### src/rtl/mem_access_unit.sv
// Load/store sequencer between the execute-stage ALU result and a word-wide data memory.
// Latency: fault 1, load/sw 2, sb/sh 3 cycles from acceptance to resp_valid.
// Backpressure: req_ready only in IDLE; responses cannot be stalled.
//
// Ports:
//   clk, rst (sync, active-low)
//   req_valid/req_ready, is_store, funct3, addr, store_data : request side
//   resp_valid, load_data, misaligned, illegal              : one-cycle response
//   mem_addr, mem_wdata, mem_we, mem_rdata                  : word memory, rdata combinational
module mem_access_unit (
  input  logic        clk,
  input  logic        rst,
  input  logic        req_valid,
  output logic        req_ready,
  input  logic        is_store,
  input  logic [2:0]  funct3,
  input  logic [31:0] addr,
  input  logic [31:0] store_data,
  output logic        resp_valid,
  output logic [31:0] load_data,
  output logic        misaligned,
  output logic        illegal,
  output logic [31:0] mem_addr,
  output logic [31:0] mem_wdata,
  output logic        mem_we,
  input  logic [31:0] mem_rdata
);

  typedef enum logic [1:0] {
    IDLE = 2'd0,
    RD   = 2'd1,
    WR   = 2'd2,
    RESP = 2'd3
  } state_t;

  state_t      r_state;
  logic [31:0] r_addr;
  logic [2:0]  r_funct3;
  logic        r_is_store;
  logic [31:0] r_sdata;
  logic [31:0] r_wdata;
  logic [31:0] r_load_data;
  logic        r_misaligned;
  logic        r_illegal;
  logic        r_req_ready;
  logic        r_resp_valid;
  logic        r_mem_we;

  logic        w_legal;
  logic        w_mis;
  logic        w_fault;
  logic        w_need_rd;
  logic [7:0]  w_rbyte;
  logic [15:0] w_rhalf;
  logic [31:0] w_ext;
  logic [31:0] w_merge;

  // Decode of the incoming request (only used in IDLE).
  always_comb begin
    w_legal = 1'b0;
    if (is_store) begin
      w_legal = (funct3 == 3'b000) || (funct3 == 3'b001) || (funct3 == 3'b010);
    end else begin
      w_legal = (funct3 == 3'b000) || (funct3 == 3'b001) || (funct3 == 3'b010) ||
                (funct3 == 3'b100) || (funct3 == 3'b101);
    end
  end

  always_comb begin
    w_mis = 1'b0;
    case (funct3[1:0])
      2'b01:   w_mis = addr[0];
      2'b10:   w_mis = |addr[1:0];
      default: w_mis = 1'b0;
    endcase
  end

  assign w_fault   = !w_legal || w_mis;
  // Everything except a full-word store needs the current memory word first.
  assign w_need_rd = !is_store || (funct3[1:0] != 2'b10);

  // Lane extraction from the read word, addressed by the captured request.
  assign w_rbyte = mem_rdata[{r_addr[1:0], 3'b000} +: 8];
  assign w_rhalf = r_addr[1] ? mem_rdata[31:16] : mem_rdata[15:0];

  always_comb begin
    w_ext = 32'h0;
    case (r_funct3)
      3'b000:  w_ext = {{24{w_rbyte[7]}}, w_rbyte};
      3'b001:  w_ext = {{16{w_rhalf[15]}}, w_rhalf};
      3'b010:  w_ext = mem_rdata;
      3'b100:  w_ext = {24'h0, w_rbyte};
      3'b101:  w_ext = {16'h0, w_rhalf};
      default: w_ext = 32'h0;
    endcase
  end

  // Sub-word store: overwrite the addressed lane, keep the rest of the read word.
  always_comb begin
    w_merge = mem_rdata;
    if (r_funct3[1:0] == 2'b00) begin
      w_merge[{r_addr[1:0], 3'b000} +: 8] = r_sdata[7:0];
    end else if (r_funct3[1:0] == 2'b01) begin
      w_merge[{r_addr[1], 4'b0000} +: 16] = r_sdata[15:0];
    end
  end

  always_ff @(posedge clk) begin
    if (!rst) begin
      r_state      <= IDLE;
      r_addr       <= 32'h0;
      r_funct3     <= 3'h0;
      r_is_store   <= 1'b0;
      r_sdata      <= 32'h0;
      r_wdata      <= 32'h0;
      r_load_data  <= 32'h0;
      r_misaligned <= 1'b0;
      r_illegal    <= 1'b0;
      r_req_ready  <= 1'b1;
      r_resp_valid <= 1'b0;
      r_mem_we     <= 1'b0;
    end else begin
      case (r_state)
        IDLE: begin
          if (req_valid) begin
            r_addr      <= addr;
            r_funct3    <= funct3;
            r_is_store  <= is_store;
            r_sdata     <= store_data;
            r_req_ready <= 1'b0;
            if (w_fault) begin
              // Illegal takes precedence; alignment is meaningless for a bad width.
              r_state      <= RESP;
              r_resp_valid <= 1'b1;
              r_load_data  <= 32'h0;
              r_illegal    <= !w_legal;
              r_misaligned <= w_legal && w_mis;
            end else if (w_need_rd) begin
              r_state <= RD;
            end else begin
              r_state  <= WR;
              r_wdata  <= store_data;
              r_mem_we <= 1'b1;
            end
          end
        end
        RD: begin
          if (r_is_store) begin
            r_state  <= WR;
            r_wdata  <= w_merge;
            r_mem_we <= 1'b1;
          end else begin
            r_state      <= RESP;
            r_resp_valid <= 1'b1;
            r_load_data  <= w_ext;
            r_misaligned <= 1'b0;
            r_illegal    <= 1'b0;
          end
        end
        WR: begin
          r_state      <= RESP;
          r_mem_we     <= 1'b0;
          r_resp_valid <= 1'b1;
          r_load_data  <= 32'h0;
          r_misaligned <= 1'b0;
          r_illegal    <= 1'b0;
        end
        RESP: begin
          r_state      <= IDLE;
          r_resp_valid <= 1'b0;
          r_req_ready  <= 1'b1;
        end
        default: begin
          r_state     <= IDLE;
          r_req_ready <= 1'b1;
        end
      endcase
    end
  end

  assign req_ready  = r_req_ready;
  assign resp_valid = r_resp_valid;
  assign load_data  = r_load_data;
  assign misaligned = r_misaligned;
  assign illegal    = r_illegal;
  assign mem_addr   = {r_addr[31:2], 2'b00};
  assign mem_wdata  = r_wdata;
  assign mem_we     = r_mem_we;

endmodule

### config.mk
export PLATFORM = sky130hd
export DESIGN_NAME = mem_access_unit
export DESIGN_NICKNAME = d
export VERILOG_FILES = /design/src/rtl/mem_access_unit.sv
export SDC_FILE = /design/constraint.sdc
export NUM_CORES = 1
export LEC_CHECK = 0
export BUFFER_PORTS_ARGS = -buffer_cell sky130_fd_sc_hd__buf_2
export CAP_MARGIN = 15
export CORE_UTILIZATION = 50
export CTS_CLUSTER_DIAMETER = 50
export CTS_CLUSTER_SIZE = 12
export DETAILED_ROUTE_END_ITERATION = 16
export PLACE_DENSITY = 0.91
export SYNTH_ARGS = -nofsm -noshare
export SYNTH_HDL_FRONTEND = slang
export SYNTH_SLANG_ARGS = --single-unit
### constraint.sdc
create_clock -name clk -period 2.8 [get_ports clk]
set_clock_uncertainty 0.1 [all_clocks]
set_input_delay 0.42 -clock clk [delete_from_list [all_inputs] [get_ports clk]]
set_output_delay 0.42 -clock clk [all_outputs]
set_load 0.02 [all_outputs]
==> results by group <==
Run status
  • Outcome: finished clean

Setup path
  • Worst Path Required: between 3 and 4 ns
  • CP Launch Type: flop
  • Kind of critical path: flop to flop
  • Slowest CP cell: o41ai_4
  • Critical Path Max Stage Delay: around 0.46 ns
  • R2R cell count: 7
  • Worst path cell trace: inv_1 -> ha_1 -> nand2_2 -> o41ai_4 -> buf_4 -> a21oi_1 -> a311oi_1
  • Nature of the critical path endpoint: flop
  • CP arrival: 2.69 ns
  • Critical-path maximum fanout: 20

Floorplan
  • DIE HEIGHT: 115 um
  • DIE AREA: around 13,000 um2
  • Site Rows: 40
  • Initial cell density of the core: around 52%
  • Die width: 115 um
  • Core Area: between 10,000 and 15,000 um2
  • I/O pin total: 204

STA
  • Worst slew margin: between 20% and 30%
  • Final setup fails: 0
  • Fin Hold WS: approximately 0.14 ns
  • Max Transition Viols Final: 0
  • Minimum clock period: 2.47 ns
  • Setup TNS after final layout: 0 ns
  • Fmax: 0.405 GHz
  • Final Hold Fails: 0
  • Worst-Margin Slew: about 1.1 ns
  • RSZ-0062 raised after global routing: false
  • Period utilization: between 80% and 90%

Place
  • Dpl cell area: around 7200 um2
  • DPL Wire Length: about 14,000 um
  • PortBufs: 201
  • GPL Wtd Cong: between 0.9 and 1

Route
  • Remaining antenna violation count after routing: 0
  • Drt first pass iters: 6
  • Final WL: ~20,000 um
  • Via density: 6.27
  • DR vias: roughly 6,700
  • Iter 0 DRT Violations: approximately 900
  • DRC violation count after routing: 0
  • Detail-routed net length per standard cell: approximately 19 um

GRT
  • Total gr overflow: 0
  • Vias in the first global route: 5,902
  • Initial antenna violation count: 0
  • Pin count of the biggest net entering global routing: 53
  • First-pass GRT wire length: 30,700 um
  • Tot GR Track Use: 30.1%

Min path
  • Worst min path class: primary input to flop
  • Worst hold stages: 3

Logic synthesis
  • Cell taking the most area after synthesis: dfxtp_1
  • Top_reg_cell synth: dfxtp_1
  • Syn_area_per_cell: approximately 8.6 um2
  • Register area share after synthesis: around 39%
  • Synth top area share: roughly two fifths
  • Syn Std Cell Area: about 6400 um2
  • Post-synth EDFFs: 0
  • Post-Synthesis Cells: approximately 740
  • Area contributors post-synth: dfxtp_1, nand2_1, a21oi_1
  • Library cells used by synthesis: 63
  • Ys Warns: 0
  • Synthesized flop and latch total: about 120
  • Async SR Flop Fraction: 0%

Clocking
  • CTS Root Cell: clkbuf_16
  • CTS clk-pin slew, worst paths: around 0.050 ns
  • CTS max path bufs: 2
  • CTS tree: yes
  • H-Tree Level Count: 4
  • Post_cts resized: 0
  • Setup bufs post-CTS: 0
  • TritonCTS buffer count: 17
  • Clk Latency, worst-skew pair: approximately 0.42 ns
  • Clock Sinks: 123
  • Hold-fix buffers, CTS: 0

Power and ir drop
  • Pleak: between 3 and 4 nW
  • Peak supply drop: roughly 0.60 mV
  • Power Dens Cells: just over 1000 nW/um2

Layout
  • Antenna Cells: 0
  • Post-Layout Inst Area: between 7000 and 8000 um2
  • Layout cells sized above 1: 30.2%
  • Final Net Count: 1,003
  • Area growth syn-to-layout: 22.5%
  • Fill count: slightly above 1,000

Flow run
  • Max_cap viols: 0
## cells in the mapped netlist (all sizes together), types with 4 or more instances
master / n
o32a: 10
a221o: 5
nand2b: 14
a311oi: 12
nand2: 141
or3: 4
a22oi: 16
inv: 17
a221oi: 37
a222oi: 4
a211o: 5
a211oi: 5
ha: 12
clkbuf: 35
nor2: 7
dfxtp: 123
o2111ai: 21
a21o: 4
o21ai: 17
mux2i: 4
o22ai: 28
a21oi: 72
mux2: 6
o2bb2ai: 32
buf: 63
## layer usage
| metal | vias up | part of all wire [%] | global-route usage, % |
|---|---|---|---|
| met3 | 73 | 12 | 8.96 |
| met5 | - | 0 | 0 |
| met4 | 0 | 3.6 | 14.4 |
| li1 | 3056 | - | - |
| met2 | 468 | 45 | 46.5 |
| met1 | 3079 | 39 | 38.5 |
## area by class of cell
type,count,area (um2),area share [%]
flip-flops and latches,123,2460,31.6
inverters,18,67.6,0.866
repair buffers,225,1190,15.2
multi-input cells,503,3290,42.1
clock inverters,8,120,1.54
clock buffers,20,467,5.98
well taps,168,210,2.69
## cells in the final DEF, fill, tap and decap left out, types with 3 or more instances in the layout
cell type,Yosys,layout
a31oi_1,3,3
a221oi_1,37,37
a21oi_1,72,72
or3_1,3,3
buf_2,21,201
o22ai_1,28,28
nor2b_1,3,3
a221o_1,5,5
mux2i_1,4,4
bufinv_16,0,3
a211oi_1,5,5
o2bb2ai_1,32,32
ha_1,12,12
clkbuf_16,0,17
a21o_1,4,4
a311oi_1,12,12
inv_1,16,16
dfxtp_1,123,123
clkinv_2,0,3
o21ai_0,16,16
nand2b_1,14,14
a211o_1,5,5
o2111ai_1,21,21
nand2_1,141,140
mux2_2,6,6
clkbuf_8,0,3
o32a_1,10,10
a222oi_1,4,4
a22oi_1,16,16
nor2_1,7,7
buf_4,35,24
## worst paths after layout
check,from,to,slack (ns)
worst min register to register,r_addr[28],r_addr[28],0.35
worst max-delay path,r_state[0],mem_wdata[8],0.33
worst max register to register,r_state[0],mem_wdata[8],0.33
worst min-delay path,addr[23],r_addr[23],0.14
## flip-flops by register name (all words and copies together), names as in the netlist
| signal | flops |
|---|---|
| mem_wdata | 32 |
| r_addr | 32 |
| r_state | 2 |
| misaligned | 1 |
| illegal | 1 |
| r_sdata | 16 |
| load_data | 32 |
| resp_valid | 1 |
| mem_we | 1 |
| r_funct3 | 3 |
| req_ready | 1 |
| r_is_store | 1 |
## metrics by stage
| step | setup WS (ns) | power [W] | instances | utilization (%) |
|---|---|---|---|---|
| 2_1_floorplan | 0.418 | 0.00493 | 742 | - |
| 3_3_place_gp | 0.527 | 0.00570 | 1037 | 59.1 |
| 3_5_place_dp | 0.373 | 0.00578 | 1037 | 59.1 |
| 4_1_cts | 0.352 | 0.00799 | 1065 | 63.9 |
| 5_1_grt | 0.180 | 0.00843 | 1065 | 63.9 |
| 6_report | 0.329 | 0.00804 | 1065 | 63.9 |
## critical path: cells and delay by family (launching register included)
family,cells,cell delay [ns]
AOI/OAI and AO/OA,3,0.83
and+or+nand+nor,1,0.33
adders and majority gates,1,0.39
buffers and inverters,2,0.39
DFF,1,0.34
## logic make-up (layout without fill, tap and decap cells)
kind of cell	count (synthesis)	in the layout	share of synthesized area, %
fa+ha+maj	12	12	2.36
buf+inv	116	271	9.81
compound gates	288	288	33.6
other cells	1	2	0.0589
flops	123	123	38.7
simple gates	190	190	13.5
mux	11	11	2.04
## where the power goes
part	internal (W)	switching, W	total, W	leakage, nW
logic	0.00119	0.00222	0.00342	2.06
registers	0.00214	0.000276	0.00242	1.00
clock network	0.00144	0.000763	0.00221	0.285
total	0.00478	0.00326	0.00804	3.35
No activity file was read; power rests on OpenSTA's default activity.
